`src/rtl/onset_pkg.sv`:
```
// Shared types and constants for the onset detector: state encoding, sample
// width and the holdoff sizing helpers used by the FSM counters.
package onset_pkg;

    localparam int SAMPLE_W = 12;

    typedef enum logic [1:0] {
        IDLE    = 2'd0,
        ATTACK  = 2'd1,
        HOLDOFF = 2'd2,
        REARM   = 2'd3
    } onset_state_t;

    function automatic int holdoff_samples(input int sampling_rate, input int holdoff_ms);
        return (sampling_rate * holdoff_ms) / 1000;
    endfunction

    // hold_cnt only has to reach HOLDOFF_SAMPLES-1; keep at least one bit.
    function automatic int hold_cnt_width(input int sampling_rate, input int holdoff_ms);
        int w;
        w = $clog2(holdoff_samples(sampling_rate, holdoff_ms));
        return (w < 1) ? 1 : w;
    endfunction

endpackage

```
`src/rtl/onset_detector_envelope_follower.sv`:
```
// Stages 1-2: rectify the limited sample, then attack instantly / decay
// geometrically with a 1 LSB floor so the envelope always reaches zero.
module envelope_follower
    import onset_pkg::*;
#(
    parameter int DECAY_SHIFT = 4
) (
    input  logic                       clock,
    input  logic                       reset,
    input  logic                       sample_valid,
    input  logic signed [SAMPLE_W-1:0] sample,
    output logic [SAMPLE_W-1:0]        envelope,
    output logic                       env_valid,
    output logic                       rose
);
    logic [SAMPLE_W-1:0] sample_u;
    logic [SAMPLE_W-1:0] abs_val;
    logic [SAMPLE_W-1:0] mag_q;
    logic                mag_valid_q;
    logic [SAMPLE_W-1:0] env_q;
    logic [SAMPLE_W-1:0] decay;
    logic                env_valid_q;
    logic                rose_q;

    // -2048 negates to 0x800, which reads correctly as unsigned 2048.
    assign sample_u = unsigned'(sample);
    assign abs_val  = sample_u[SAMPLE_W-1] ? (~sample_u + 1'b1) : sample_u;
    assign decay    = env_q >> DECAY_SHIFT;

    always_ff @(posedge clock) begin
        if (reset) begin
            mag_q       <= '0;
            mag_valid_q <= 1'b0;
        end else begin
            mag_valid_q <= sample_valid;
            if (sample_valid) begin
                mag_q <= abs_val;
            end
        end
    end

    always_ff @(posedge clock) begin
        if (reset) begin
            env_q       <= '0;
            env_valid_q <= 1'b0;
            rose_q      <= 1'b0;
        end else begin
            env_valid_q <= mag_valid_q;
            if (mag_valid_q) begin
                rose_q <= (mag_q >= env_q);
                if (mag_q >= env_q) begin
                    env_q <= mag_q;
                end else if (decay != '0) begin
                    env_q <= env_q - decay;
                end else if (env_q != '0) begin
                    env_q <= env_q - 1'b1;
                end
            end
        end
    end

    assign envelope  = env_q;
    assign env_valid = env_valid_q;
    assign rose      = rose_q;

endmodule

```
`src/rtl/onset_detector.sv`:
```
// Drum onset detector: envelope follower feeding a hysteresis FSM that emits
// one hit pulse with peak velocity per physical hit, then holds off.
module onset_detector
    import onset_pkg::*;
#(
    parameter int SAMPLING_RATE = 24000,
    parameter int HOLDOFF_MS    = 50,
    parameter int DECAY_SHIFT   = 4,
    parameter int MAX_ATTACK    = 64
) (
    input  logic                       clock,
    input  logic                       reset,
    input  logic                       sample_valid,
    input  logic signed [SAMPLE_W-1:0] sample,
    input  logic [SAMPLE_W-1:0]        threshold_on,
    input  logic [SAMPLE_W-1:0]        threshold_off,
    output logic [SAMPLE_W-1:0]        envelope,
    output logic                       hit,
    output logic [SAMPLE_W-1:0]        velocity,
    output logic [1:0]                 state_dbg
);
    localparam int HOLD_N = holdoff_samples(SAMPLING_RATE, HOLDOFF_MS);
    localparam int HOLD_W = hold_cnt_width(SAMPLING_RATE, HOLDOFF_MS);
    localparam int ATK_W  = $clog2(MAX_ATTACK + 1);
    localparam logic [HOLD_W-1:0] HOLD_LAST = HOLD_W'(HOLD_N - 1);
    localparam logic [ATK_W-1:0]  ATK_MAX   = ATK_W'(MAX_ATTACK);

    // sample_valid has no ready: the detector accepts a sample on every cycle
    // it is high, so the upstream limiter can never be stalled.
    logic [SAMPLE_W-1:0] env;
    logic                env_valid;
    logic                rose;

    envelope_follower #(
        .DECAY_SHIFT (DECAY_SHIFT)
    ) u_envelope_follower (
        .clock        (clock),
        .reset        (reset),
        .sample_valid (sample_valid),
        .sample       (sample),
        .envelope     (env),
        .env_valid    (env_valid),
        .rose         (rose)
    );

    onset_state_t        state_q, state_d;
    logic [SAMPLE_W-1:0] peak_q, peak_d;
    logic [SAMPLE_W-1:0] velocity_q, velocity_d;
    logic [ATK_W-1:0]    attack_cnt_q, attack_cnt_d;
    logic [HOLD_W-1:0]   hold_cnt_q, hold_cnt_d;
    logic                hit_q, hit_d;

    always_ff @(posedge clock) begin
        if (reset) begin
            state_q      <= IDLE;
            peak_q       <= '0;
            velocity_q   <= '0;
            attack_cnt_q <= '0;
            hold_cnt_q   <= '0;
            hit_q        <= 1'b0;
        end else begin
            state_q      <= state_d;
            peak_q       <= peak_d;
            velocity_q   <= velocity_d;
            attack_cnt_q <= attack_cnt_d;
            hold_cnt_q   <= hold_cnt_d;
            hit_q        <= hit_d;
        end
    end

    // Steps only on an envelope update; between updates everything holds.
    always_comb begin
        state_d      = state_q;
        peak_d       = peak_q;
        velocity_d   = velocity_q;
        attack_cnt_d = attack_cnt_q;
        hold_cnt_d   = hold_cnt_q;
        hit_d        = 1'b0;
        if (env_valid) begin
            unique case (state_q)
                IDLE: begin
                    if (env >= threshold_on) begin
                        state_d      = ATTACK;
                        peak_d       = env;
                        attack_cnt_d = ATK_W'(1);
                    end
                end
                ATTACK: begin
                    if (rose && (attack_cnt_q < ATK_MAX)) begin
                        peak_d       = env;
                        attack_cnt_d = attack_cnt_q + 1'b1;
                    end else begin
                        // A still-rising update here is the forced hit; its
                        // envelope is the peak so far.
                        hit_d      = 1'b1;
                        velocity_d = rose ? env : peak_q;
                        state_d    = HOLDOFF;
                        hold_cnt_d = '0;
                    end
                end
                HOLDOFF: begin
                    if (hold_cnt_q == HOLD_LAST) begin
                        state_d = REARM;
                    end else begin
                        hold_cnt_d = hold_cnt_q + 1'b1;
                    end
                end
                REARM: begin
                    if (env < threshold_off) begin
                        state_d = IDLE;
                    end
                end
                default: state_d = IDLE;
            endcase
        end
    end

    assign envelope  = env;
    assign hit       = hit_q;
    assign velocity  = velocity_q;
    assign state_dbg = state_q;

endmodule

```
`config.mk`:
```
export PLATFORM = sky130hd
export DESIGN_NAME = onset_detector
export DESIGN_NICKNAME = d
export VERILOG_FILES = /design/src/rtl/onset_pkg.sv /design/src/rtl/onset_detector_envelope_follower.sv /design/src/rtl/onset_detector.sv
export SDC_FILE = /design/constraint.sdc
export NUM_CORES = 1
export LEC_CHECK = 0
export BUFFER_PORTS_ARGS = -buffer_cell sky130_fd_sc_hd__buf_2
export CORE_ASPECT_RATIO = 1.4
export CORE_UTILIZATION = 58
export CTS_CLUSTER_SIZE = 20
export DETAILED_ROUTE_END_ITERATION = 10
export PLACE_DENSITY_LB_ADDON = 0.3
export SYNTH_ARGS = -nofsm -noshare
export SYNTH_HDL_FRONTEND = slang
export SYNTH_HIERARCHICAL = 1
export SYNTH_SLANG_ARGS = --single-unit
```
`constraint.sdc`:
```
create_clock -name clock -period 3.3 [get_ports clock]
set_clock_uncertainty 0.05 [all_clocks]
set_input_delay 0.165 -clock clock [delete_from_list [all_inputs] [get_ports clock]]
set_output_delay 0.165 -clock clock [all_outputs]
set_load 0.01 [all_outputs]
```
Word level (Yosys, flattened, before mapping)
Index checks and enable logic that the tools add are counted.
- equal/unequal tests: 10
- bitwise operators: 4
- mux-type cells: 20
- $lt $le $gt $ge: 4
- $add $sub $neg: 5
- reductions and logical operators: 13
- operator list (cell ; count):
    $mux W12 ; 7
    $ge A12 B12 Y1 ; 2
    $pmux W12 S2 ; 1
    $reduce_bool A12 Y1 ; 2
    $mux W11 ; 2
    $pmux W11 S2 ; 1
    $mux W7 ; 2
    $pmux W7 S2 ; 1
    $add A12 B1 Y12 const B ; 1
    $lt A12 B12 Y1 ; 1
    $ne A2 B2 Y1 const B ; 6
    $not A12 Y12 ; 1
    $sub A12 B1 Y12 const B ; 1
    $sub A12 B8 Y12 ; 1
    $add A11 B1 Y11 const B ; 1
    $eq A11 B11 Y1 const B ; 1
    $mux W2 ; 4
    $pmux W2 S4 ; 1
    $reduce_and A4 Y1 ; 2
    $add A7 B1 Y7 const B ; 1
    $lt A7 B7 Y1 const B ; 1
    $reduce_and A5 Y1 ; 1
    $eq A2 B2 Y1 const B ; 2
    $reduce_bool A2 Y1 ; 2
    other kinds (9) ; 11
- word-level logic and storage cells: 67
- bits of input ports: 39
- output and inout port bits: 27
- flip-flop bits (word level): 72

Logic depth before layout (Yosys ltp)
Gate-level depths: netlist of run 1.
- word-level depth: 4
- depth in mapped cells: 11
- mapped depth without buffers: 11

Modules after synthesis
The synthesis of run 1 kept the hierarchy.
- by module, submodules not included (module ; cells each ; area each (um^2) ; instances ; sequential area each (um^2)):
    onset_detector ; 319 ; 2648.8 ; 1 ; 900.9
    envelope_follower ; 253 ; 2060.7 ; 1 ; 540.5

Worst setup path before layout of run 1
Ideal clock, no wire load.
- path kind: register -> register
- start point: register u_envelope_follower.env_q[7], in the netlist u_envelope_follower/envelope[7]
- end point: register u_envelope_follower.env_q[6], in the netlist u_envelope_follower/envelope[6]
- arrival: 2798 ps
- period minus slack after synthesis: 2936 ps
- slack: 364 ps
- library setup time: 88 ps
- path buffers: 0
- stages on the path, launching flop included: 12
- required time: 3162 ps
- cell sequence: dfxtp_1 -> or4_4 -> o21ai_0 -> ha_1 -> inv_1 -> fa_1 -> a211oi_1 -> o21ai_0 -> a21oi_1 -> xnor2_1 -> nand2_1 -> a311oi_2
- longest elaborated chain between the ends: 3
- elaborated cells on any way between the ends: 8
- those cells by class: add/sub: 1; order compare: 1; mux: 2; reduce/logical: 4
- RTL lines (item ; line ; source):
    start: declaration ; onset_detector_envelope_follower.sv:20 ; logic [SAMPLE_W-1:0] env_q;
    start signal: assignment ; onset_detector_envelope_follower.sv:52 ; env_q <= mag_q;
    start signal: assignment ; onset_detector_envelope_follower.sv:54 ; env_q <= env_q - decay;
    start signal: assignment ; onset_detector_envelope_follower.sv:56 ; env_q <= env_q - 1'b1;
    $sub A12 B8 Y12, or another cell as far along ; onset_detector_envelope_follower.sv:54 ;
    $mux W12 / $reduce_bool A3 Y1 (equally long branches) ; - ;
    $mux W12 / $reduce_and A2 Y1 (equally long branches) ; - ;
Several ways; a longest one is shown, not always the timed one.
A chain may end at the register's enable or synchronous reset.

Worst setup path in the final report of run 1
Same ends and word-level chain as after synthesis.

==> summary.txt, run 1 <==
number of vias per cell after detailed routing: 5.97
count of endpoints failing hold in the final timing report: 0
busiest grt layer: met2
Synth async-reset ratio: 0
Post-Route Setup TNS: 0 ns
CTS Sinks: 72
wire length of the first global-routing pass: 19300 um
total inserted antenna cells: 0
most numerous cell in the Yosys netlist: dfxtp_1
core region area: 0.00780 mm2
measured slew at the worst slew-check pin: 0.804 ns
Starting Density: 0.604
Yosys reg bits: 72
setup repair bufs after CTS: 0
met3 routing resource usage after global routing: 0.0561
Yosys warnings: 6
final weighted congestion of routability-driven global placement: 0.881
list of cells traversed by the critical path: or4_4 > o21ai_0 > ha_1 > inv_1 > fa_1 > a211oi_1 > o21ai_0 > a21oi_1 > xnor2_1 > nand2_1 > a311oi_2
Slowest Stage Delay on Critical Path: 0.57 ns
Leak Pwr: 2.36 nW
most area-consuming cells after synthesis: dfxtp_1, ha_1, nor2_1, mux2i_1, a21oi_1
RSZ-0062 raised after global routing: false
xor and xnor area share after synthesis: 0.0391
grt met1 use: 0.275
data required time of the worst path: 3.54 ns
crit-path max FO: 3
latest clock arrival within the worst-skew pair: 0.37 ns
top cell types by occurrence after synthesis: dfxtp_1, nor2_1, ha_1
M2 GR Usage: 0.565
Final #Nets: 727
Overall Global Routing Usage: 0.290
Synth Area in Adders: 0.137
Slew headroom: 0.462
summed instance area of the synthesized netlist: 0.00471 mm2
cell repeated most along the worst path: o21ai_0
width of the die: 78.2 um
Congestion Overflow GR: 0
via count of the first global-routing pass: 4540
post-route clock period utilization: 0.940
Min-Delay Path Class: primary input to flip-flop
Period minus WS final: 3.10 ns
startpoint class of the critical path: flip-flop
share of synthesized area occupied by flip-flops and latches: 0.306
via count of the routed design: 4433
WS Path Type: flip-flop to flip-flop
Netlist cell types: 63
Max Freq: 0.322 GHz
number of enable-type register cells in the synthesized netlist: 0
Syn-to-layout area delta: 14.4%
highest ir drop seen on vdd: 0.457 mV
remaining design rule violation count: 0
Core Rows: 38
total power divided by cell area: 666 mW/mm2
combinational family with the most area after synthesis: compound AO/OA/AOI/OAI gates
outcome: completed
Slowest-stage cell, CP: or4_4
Post-Syn Nets: 662
half-perimeter wire length of the detailed placement result: 8860 um
PortBufs: 65
area fraction in compound gates after synthesis: 0.221
clock transition time at the flip-flop clock pins of the worst setup and hold paths: 0.08 ns
CTS Hold Buffers Added: 0
post-synthesis cell type with the largest combined area: dfxtp_1
clock tree from TritonCTS: built
mux share of post-synthesis cell area: 0.0446
initial antenna violation count: 0
clock root buffer: clkbuf_8
mean instance size in the synthesized netlist: 8.23 um2
post-synthesis share of cell area spent on and, or, nand and nor gates: 0.184
final wirelength: 11700 um
post-layout util: 0.691
number of clock buffers inserted by TritonCTS: 9
die outline area: 0.00849 mm2
number of detailed-routing iterations run before antenna repair: 5
Final Max Tran Viols: 0
Primary FF master, synth: dfxtp_1
number of setup violations in the final report: 0
CP Data Arrival Time: 3.34 ns
Resize count post-CTS: 0
Detail Route Antenna Nets: 0
top-area cell type share of the netlist area: 0.306
maximum number of pins on one net before global-route repair: 34
cells after synthesis: 572
vertical extent of the die: 109 um
routed length per instance: 15.8 um
count of max-cap constraint violations: 0
CTS H-tree lvls: 3
share of post-route cells with drive strength above 1: 0.173
number of design-rule violations left by the first detailed-router iteration: 273
crit path capture type: flip-flop
maximum clock path buffer count: 2
top-level I/O count: 66
-- final cells by class --
class                           count  area, um2
Sequential cell                    72       1440
Tap cell                          100        125
Clock inverter                      6       93.8
Clock buffer                       10        128
Timing Repair Buffer               83        460
Inverter                           49        184
Fill cell                         645       2410
Multi-Input combinational cell    422       2950
-- registers in the layout, indices dropped and copies added, names as in the netlist --
signal	count
attack_cnt_q	7
hit	1
hold_cnt_q	11
peak_q	12
state_dbg	2
u_envelope_follower/env_valid	1
u_envelope_follower/envelope	12
u_envelope_follower/mag_q	12
u_envelope_follower/mag_valid_q	1
u_envelope_follower/rose	1
velocity	12
-- placed cells by master, fill, tap and decap left out, types with 4 or more instances in the layout --
cell / n
nor3_1: 8
mux2i_1: 21
and3_1: 5
nor2_1: 61
a211oi_1: 21
a311oi_2: 6
a211o_1: 4
buf_2: 65
or3_1: 4
clkbuf_8: 9
nand3_1: 25
inv_1: 49
or4_1: 4
dfxtp_1: 72
xor2_1: 12
a31oi_1: 8
buf_4: 18
o21ai_0: 29
nor2b_1: 6
nand2_1: 37
ha_1: 50
a21oi_1: 40
nor4_1: 6
nand4_1: 7
xnor2_1: 9
a21o_1: 7
-- worst max-delay path: cells and delay by family (launching register included) --
family	cells	cell delay, ns
DFF	1	0.32
buffers and inverters	1	0.06
adders and majority gates	2	0.64
and+or+nand+nor	2	0.65
xor gates and xnor gates	1	0.13
AOI/OAI and AO/OA	5	1.18
-- power by group --
part	leakage [nW]	internal (mW)	switching [mW]	total (mW)
Sequential	0.585	0.934	0.0900	1.02
Clock	0.107	0.429	0.364	0.793
Combinational	1.67	0.705	1.07	1.77
Total	2.36	2.07	1.52	3.59
-- logic make-up (layout without fill, tap and decap cells) --
| logic type | after synthesis | after routing |
|---|---|---|
| AO/OA/AOI/OAI | 150 | 150 |
| multiplexers | 21 | 21 |
| XOR/XNOR | 21 | 21 |
| AND/OR/NAND/NOR | 179 | 179 |
| adder cells (fa/ha/maj) | 51 | 51 |
| flip-flops | 72 | 72 |
| buffers and inverters | 78 | 148 |
-- through the flow --
stage | instance area, um2 | setup slack (ns) | instances | power (mW) | hold WS [ns]
after floorplan | 4710 | 0.364 | 572 | 2.32 | 0.262
after global placement | 5160 | 0.341 | 726 | 2.71 | 0.411
after detailed placement | 5160 | 0.243 | 726 | 2.77 | 0.417
after CTS | 5390 | 0.227 | 742 | 3.56 | 0.0414
after global routing | 5390 | 0.0399 | 742 | 3.82 | 0.0470
final | 5390 | 0.198 | 742 | 3.59 | 0.0415
-- metal layers --
metal / wire length (um) / up-vias / share of wire
li1: - / 2186 / -
met5: 0 / - / 0
met3: 551 / 39 / 0.047
met1: 4460 / 2069 / 0.38
met4: 484 / 0 / 0.041
met2: 6240 / 139 / 0.53
-- path summary, 6_finish.rpt --
check                                               startpoint                                            to  slack (ns)  depth (start not counted)
setup / recovery  u_envelope_follower/envelope[7]$_SDFFE_PP0P_  u_envelope_follower/envelope[6]$_SDFFE_PP0P_        0.20                         11
hold / removal                                       sample[0]     u_envelope_follower/mag_q[0]$_SDFFE_PP0P_        0.04                          3
setup reg to reg  u_envelope_follower/envelope[7]$_SDFFE_PP0P_  u_envelope_follower/envelope[6]$_SDFFE_PP0P_        0.20                         11
hold reg to reg                         peak_q[7]$_SDFFE_PP0P_                        peak_q[7]$_SDFFE_PP0P_        0.43                          2
No activity file was read; power rests on OpenSTA's default activity.
==> run 2, diff against run 1 <==
--- a/config.mk
+++ b/config.mk
@@ -6,6 +6,7 @@
 export NUM_CORES = 1
 export LEC_CHECK = 0
 export BUFFER_PORTS_ARGS = -buffer_cell sky130_fd_sc_hd__buf_2
+export CAP_MARGIN = 20
 export CORE_ASPECT_RATIO = 1.4
 export CORE_UTILIZATION = 58
 export CTS_CLUSTER_SIZE = 20
@@ -13,5 +14,4 @@
 export PLACE_DENSITY_LB_ADDON = 0.3
 export SYNTH_ARGS = -nofsm -noshare
 export SYNTH_HDL_FRONTEND = slang
-export SYNTH_HIERARCHICAL = 1
 export SYNTH_SLANG_ARGS = --single-unit
==> run 2 against run 1 <==
Compared with the run above:
- critical path depth is 1 higher
- synthesized area is 3.0% lower
- wire length is 0.36% lower
- critical endpoint is now u_envelope_follower.envelope[8]$_SDFFE_PP0P_
- sequential cell count stayed put
- hold slack better by 0.00073 ns
- via count is 4.1% lower
- combinational power is 20% higher
- core utilization is 0.76 points higher
- worst setup slack better by 0.050 ns
- cell count is 3.4% lower
- die area is 2.9% lower
- clock power is 0.5% higher
==> summary.txt, run 2 <==
outcome: completed
share of synthesized area occupied by flip-flops and latches: 0.315 (+0.00939)
startpoint class of the critical path: flip-flop
number of setup violations in the final report: 0 (unchanged)
maximum clock path buffer count: 2 (unchanged)
total inserted antenna cells: 0 (unchanged)
number of buffers and inverters on the critical path: 1 (unchanged)
Detail Route Antenna Nets: 0 (unchanged)
Period minus WS final: 3.05 ns (-0.0499 ns)
width of the die: 77.0 um (-1.5%)
via count of the routed design: 4252 (-4.1%)
number of detailed-routing iterations run before antenna repair: 4 (-1)
final wirelength: 11700 um (-0.36%)
area taken by multi-input logic gates: 0.00285 mm2 (-3.6%)
post-route clock period utilization: 0.925 (-0.0151)
Critical R2R Launch: u_envelope_follower.envelope[10]$_SDFFE_PP0P_
clock transition time at the flip-flop clock pins of the worst setup and hold paths: 0.08 ns (about the same)
Syn-to-layout area delta: 14.6%
CTS H-tree lvls: 3 (unchanged)
routed length per instance: 16.3 um (+3.1%)
most area-consuming cells after synthesis: dfxtp_1, ha_1, a211oi_1, nor2_1, a21oi_1
number of vias per cell after detailed routing: 5.93 (-0.74%)
final weighted congestion of routability-driven global placement: 0.965 (+9.5%)
Final #Nets: 705 (-3.0%)
total power divided by cell area: 766 mW/mm2 (+15%)
mean instance size in the synthesized netlist: 8.29 um2 (+0.72%)
CTS Hold Buffers Added: 0 (unchanged)
top-area cell type share of the netlist area: 0.315 (+0.00939)
share of post-route cells with drive strength above 1: 0.161 (-0.0116)
most common cell after layout, fill and taps aside: dfxtp_1
core region area: 0.00750 mm2 (-3.8%)
remaining design rule violation count: 0 (unchanged)
data required time of the worst path: 3.48 ns (-0.06 ns)
maximum number of pins on one net before global-route repair: 34 (unchanged)
clock root buffer: clkbuf_8
Starting Density: 0.609 (+0.00530)
post-synthesis cell type with the largest combined area: dfxtp_1
crit-path max FO: 10 (+7)
most frequent cells in the layout: dfxtp_1, buf_2, nor2_1
Final Max Tran Viols: 0 (unchanged)
Min-Delay Path Class: primary input to flip-flop
Yosys warnings: 0 (-6)
CP Data Arrival Time: 3.24 ns (-0.10 ns)
Yosys reg bits: 72 (unchanged)
Synth async-reset ratio: 0 (unchanged)
cells after synthesis: 551 (-3.7%)
vertical extent of the die: 107 um (-1.5%)
Slowest-stage cell, CP: dfxtp_1
Post-Route Setup TNS: 0 ns (unchanged)
final-layout fill cell count: 656 (+1.7%)
Design Power: 4.01 mW (+12%)
die outline area: 0.00824 mm2 (-2.9%)
wire length of the first global-routing pass: 19300 um (+0.25%)
Post-Syn Nets: 641 (-3.2%)
count of endpoints failing hold in the final timing report: 0 (unchanged)
register area: 0.00144 mm2 (unchanged)
top cell types by occurrence after synthesis: dfxtp_1, nor2_1, ha_1
Resize count post-CTS: 0 (unchanged)
setup repair bufs after CTS: 0 (unchanged)
list of cells traversed by the critical path: nor4_1 > nand4_1 > nand2_1 > ha_1 > inv_1 > fa_1 > a211oi_1 > o21a_1 > nor3_1 > or2_2 > a21oi_1 > o32ai_1
measured slew at the worst slew-check pin: 0.979 ns (+0.175 ns)
latest clock arrival within the worst-skew pair: 0.36 ns (about the same)
PortBufs: 65 (unchanged)
Netlist cell types: 61 (-3.2%)
Slew headroom: 0.340 (-0.121)
count of max-cap constraint violations: 0 (unchanged)
half-perimeter wire length of the detailed placement result: 8880 um (+0.26%)
launching element of the worst setup path: u_envelope_follower.envelope[10]$_SDFFE_PP0P_
number of enable-type register cells in the synthesized netlist: 0 (unchanged)
flop2flop setup slack: 0.25 ns (+0.05 ns)
Slowest Stage Delay on Critical Path: 0.43 ns (-0.14 ns)
Core Rows: 37 (-2.6%)
Leak Pwr: 2.24 nW (-5.0%)
WS Path Type: flip-flop to flip-flop
family with the most delay on the worst path: simple AND/OR/NAND/NOR gates
most numerous cell in the Yosys netlist: dfxtp_1
clock tree from TritonCTS: built
via count of the first global-routing pass: 4267 (-6.0%)
summed instance area of the synthesized netlist: 0.00457 mm2 (-3.0%)
highest ir drop seen on vdd: 0.496 mV (+8.6%)
top-level I/O count: 66 (unchanged)
RSZ-0062 raised after global routing: false
crit path capture type: flip-flop
number of design-rule violations left by the first detailed-router iteration: 230 (-16%)
source of the worst hold timing path: sample[0]
Primary FF master, synth: dfxtp_1
Overall Global Routing Usage: 0.298 (+0.00866)
Max Freq: 0.328 GHz (+1.6%)
CTS Sinks: 72 (unchanged)
Congestion Overflow GR: 0 (unchanged)
number of clock buffers inserted by TritonCTS: 9 (unchanged)
initial antenna violation count: 0 (unchanged)
==> run 2: cell types whose count changed in the layout (fill, tap and decap cells not counted), moves of 3 or more <==
cell | previous run | this run
buf_4 | 18 | 12
o21ai_1 | 0 | 25
o21ai_0 | 29 | 6
a311oi_2 | 6 | 0
nor2_1 | 61 | 51
nand2_1 | 37 | 29
a311oi_1 | 1 | 4
a211o_1 | 4 | 1
a21oi_1 | 40 | 36
xnor2_1 | 9 | 4
xor2_1 | 12 | 17
mux2i_1 | 21 | 18
o31ai_1 | 3 | 7
a211oi_1 | 21 | 26
==> run 2: cell type report <==
| cell class | count | area share |
|---|---|---|
| multi-input cells | 405 | 0.543 |
| flip-flops and latches | 72 | 0.275 |
| repair buffers | 77 | 0.0793 |
| inverters | 50 | 0.0358 |
| clock buffers | 9 | 0.0237 |
| well taps | 97 | 0.0232 |
| clock inverters | 7 | 0.0194 |
==> run 2: final timing paths <==
kind / cells past startpoint / to
setup / recovery: 12 / u_envelope_follower.envelope[8]$_SDFFE_PP0P_
hold / removal: 3 / u_envelope_follower.mag_q[0]$_SDFFE_PP0P_
setup reg to reg: 12 / u_envelope_follower.envelope[8]$_SDFFE_PP0P_
hold reg to reg: 2 / attack_cnt_q[5]$_SDFFE_PP0P_
==> run 2: worst register-to-register path, stage by stage (launching register included) <==
cell and delay, ns:
dfxtp_1 0.43, nor4_1 0.30, nand4_1 0.15, nand2_1 0.10, ha_1 0.17, inv_1 0.06
fa_1 0.42, a211oi_1 0.39, o21a_1 0.19, nor3_1 0.07, or2_2 0.29, a21oi_1 0.21
o32ai_1 0.11
==> run 2: cells by family after synthesis <==
family	count (synthesis)	synth area share
adder cells (fa/ha/maj)	51	0.141
XOR/XNOR	21	0.0403
AO/OA/AOI/OAI	151	0.225
flip-flops	72	0.315
buffers and inverters	74	0.0616
multiplexers	19	0.0419
AND/OR/NAND/NOR	163	0.174
==> run 2: report_power, final <==
group	switching [mW]	internal, mW	total [mW]
logic	1.24	0.889	2.13
clock network	0.366	0.432	0.797
registers	0.129	0.953	1.08
total	1.74	2.27	4.01
==> run 2: metal layers <==
| metal | track usage | up-vias | part of all wire |
|---|---|---|---|
| met5 | 0 | - | 0 |
| met4 | 0.199 | 0 | 0.045 |
| met1 | 0.301 | 1970 | 0.39 |
| met3 | 0.0468 | 36 | 0.037 |
| met2 | 0.559 | 116 | 0.53 |
| li1 | - | 2130 | - |
==> run 2: stage by stage <==
stage | cells | util | setup slack, ns | hold slack (ns) | cell area [um2]
2_1_floorplan | 551 | - | 0.627 | 0.262 | 4570
6_report | 717 | 0.698 | 0.248 | 0.0423 | 5240
5_1_grt | 717 | 0.698 | 0.0186 | 0.0399 | 5240
4_1_cts | 717 | 0.698 | 0.299 | 0.0321 | 5240
3_3_place_gp | 701 | 0.668 | 0.453 | 0.405 | 5010
3_5_place_dp | 701 | 0.668 | 0.364 | 0.410 | 5010
==> run 3, diff against run 2 <==
--- a/config.mk
+++ b/config.mk
@@ -8,9 +8,11 @@
 export BUFFER_PORTS_ARGS = -buffer_cell sky130_fd_sc_hd__buf_2
 export CAP_MARGIN = 20
 export CORE_ASPECT_RATIO = 1.4
-export CORE_UTILIZATION = 58
+export CORE_UTILIZATION = 60
+export CTS_BUF_LIST = sky130_fd_sc_hd__clkbuf_4 sky130_fd_sc_hd__clkbuf_8
 export CTS_CLUSTER_SIZE = 20
 export DETAILED_ROUTE_END_ITERATION = 10
+export GPL_TIMING_DRIVEN = 0
 export PLACE_DENSITY_LB_ADDON = 0.3
 export SYNTH_ARGS = -nofsm -noshare
 export SYNTH_HDL_FRONTEND = slang
==> run 3 against run 2 <==
Compared with the run above:
- die area is 3.3% lower
- total power is 3.8% lower
- core utilization is 0.65 points higher
- register-to-register slack hardly changed
- sequential cell count stayed put
- combinational power is 4% lower
- sequential power is 10% higher
- via count is 5.7% higher
- first-iteration DRC count is 83% higher
- worst setup slack better by 0.015 ns
- clock-buffer cell count stayed put
- largest power group unchanged
==> summary.txt, run 3 (synthesis gave the netlist of run 2 again) <==
outcome: completed
count of endpoints failing hold in the final timing report: 0 (unchanged)
Cell Area, Placed: 0.00501 mm2 (about the same)
via count of the first global-routing pass: 4411 (+3.4%)
launching element of the worst setup path: u_envelope_follower.envelope[10]$_SDFFE_PP0P_
Design Power: 3.86 mW (-3.8%)
Starting Density: 0.621 (+0.0115)
final weighted congestion of routability-driven global placement: 0.929 (-3.7%)
core region area: 0.00736 mm2 (-1.9%)
number of detailed-routing iterations run before antenna repair: 5 (+1)
post-route clock period utilization: 0.920 (-0.00451)
Slowest Stage Delay on Critical Path: 0.48 ns (+0.05 ns)
Core Rows: 37 (unchanged)
crit-path max FO: 10 (unchanged)
maximum number of pins on one net before global-route repair: 14 (-59%)
Slew headroom: 0.282 (-0.0585)
share of post-route cells with drive strength above 1: 0.144 (-0.0171)
post-layout instance area: 0.00519 mm2 (-0.93%)
area taken by multi-input logic gates: 0.00285 mm2 (+0.18%)
highest ir drop seen on vdd: 0.518 mV (+4.4%)
Final Max Tran Viols: 0 (unchanged)
CTS H-tree lvls: 3 (unchanged)
Slowest-stage cell, CP: dfxtp_1
half-perimeter wire length of the detailed placement result: 9210 um (+3.8%)
number of vias per cell after detailed routing: 6.17 (+4.1%)
routed length per instance: 16.9 um (+3.7%)
startpoint class of the critical path: flip-flop
worst-case hold slack: 0.0499 ns (+0.00761 ns)
Critical R2R Launch: u_envelope_follower.envelope[10]$_SDFFE_PP0P_
Resize count post-CTS: 0 (unchanged)
Congestion Overflow GR: 0 (unchanged)
WS Path Type: flip-flop to flip-flop
clock transition time at the flip-flop clock pins of the worst setup and hold paths: 0.08 ns (about the same)
top-level I/O count: 66 (unchanged)
source of the worst hold timing path: sample[0]
register area: 0.00144 mm2 (unchanged)
final-layout fill cell count: 619 (-5.6%)
CP Data Arrival Time: 3.23 ns (about the same)
Overall Global Routing Usage: 0.328 (+0.0300)
number of setup violations in the final report: 0 (unchanged)
Leak Pwr: 2.20 nW (-2.1%)
number of clock buffers inserted by TritonCTS: 9 (unchanged)
vertical extent of the die: 105 um (-1.6%)
Max Freq: 0.329 GHz (+0.49%)
total power divided by cell area: 744 mW/mm2 (-2.9%)
most common cell after layout, fill and taps aside: dfxtp_1
measured slew at the worst slew-check pin: 1.07 ns (+0.0868 ns)
Post-Route Setup TNS: 0 ns (unchanged)
count of max-cap constraint violations: 0 (unchanged)
Min-Delay Path Class: primary input to flip-flop
Syn-to-layout area delta: 13.6%
CTS Sinks: 72 (unchanged)
width of the die: 75.8 um (-1.6%)
wire length of the first global-routing pass: 19900 um (+2.9%)
list of cells traversed by the critical path: nor4_1 > nand4_1 > nand2_1 > ha_1 > inv_1 > fa_1 > a211oi_2 > o21a_1 > nor3_1 > or2_2 > a21oi_1 > o32ai_1
final wirelength: 12300 um (+5.3%)
PortBufs: 64 (-1.5%)
Period minus WS final: 3.04 ns (-0.0149 ns)
Detail Route Antenna Nets: 0 (unchanged)
latest clock arrival within the worst-skew pair: 0.36 ns (about the same)
initial antenna violation count: 0 (unchanged)
clock tree from TritonCTS: built
most frequent cells in the layout: dfxtp_1, buf_2, nor2_1
total inserted antenna cells: 0 (unchanged)
via count of the routed design: 4493 (+5.7%)
remaining design rule violation count: 0 (unchanged)
clock root buffer: clkbuf_8
Final #Nets: 716 (+1.6%)
RSZ-0062 raised after global routing: false
die outline area: 0.00797 mm2 (-3.3%)
maximum clock path buffer count: 2 (unchanged)
data required time of the worst path: 3.49 ns (about the same)
CTS Hold Buffers Added: 0 (unchanged)
setup repair bufs after CTS: 0 (unchanged)
number of design-rule violations left by the first detailed-router iteration: 420 (+83%)
crit path capture type: flip-flop
## run 3: cell count changes in the layout (fill, tap and decap cells not counted), sizes merged
cell and delta:
buf -8, clkinvlp -1, bufinv -2, clkbuf +19
inv -2, clkinv +5
## run 3: power breakdown
| part | switching [mW] | internal, mW | leakage, nW |
|---|---|---|---|
| combinational | 1.18 | 0.860 | 1.52 |
| sequential | 0.236 | 0.953 | 0.585 |
| clock | 0.356 | 0.272 | 0.0889 |
## run 3: worst max-delay path, delay by kind of cell, from the launching register on
| kind | cells | cell delay [ns] |
|---|---|---|
| and+or+nand+nor | 5 | 1.00 |
| buffers and inverters | 1 | 0.05 |
| AOI/OAI and AO/OA | 4 | 0.75 |
| DFF | 1 | 0.48 |
| adders and majority gates | 2 | 0.59 |
## run 3: layout make-up
| type | count | area share |
|---|---|---|
| clock inverter | 7 | 0.00940 |
| buffer | 24 | 0.0181 |
| clock buffer | 9 | 0.0239 |
| multi-input combinational | 405 | 0.550 |
| inverter | 50 | 0.0362 |
| sequential | 72 | 0.278 |
| timing repair buffer | 64 | 0.0617 |
| tap | 97 | 0.0234 |
## run 3: through the flow
step	worst slack [ns]	cells	util
4_1_cts	0.195	728	0.704
3_5_place_dp	0.244	712	0.681
5_1_grt	0.0711	728	0.705
6_report	0.263	728	0.705
3_3_place_gp	0.316	712	0.681
2_1_floorplan	0.627	551	-
## run 3: worst paths after layout
kind                                                                     end  slack, ns  depth (start not counted)
worst max-delay path            u_envelope_follower.envelope[8]$_SDFFE_PP0P_       0.26                         12
worst min-delay path               u_envelope_follower.mag_q[0]$_SDFFE_PP0P_       0.05                          3
worst max register to register  u_envelope_follower.envelope[8]$_SDFFE_PP0P_       0.26                         12
worst min register to register                        peak_q[5]$_SDFFE_PP0P_       0.43                          2
## run 3: per-layer routing
| layer | global-route usage | share of wire | vias up |
|---|---|---|---|
| met2 | 0.596 | 0.55 | 172 |
| met3 | 0.0440 | 0.046 | 51 |
| met4 | 0.194 | 0.036 | 0 |
| met1 | 0.340 | 0.37 | 2110 |
| li1 | - | - | 2160 |
| met5 | 0 | 0 | - |
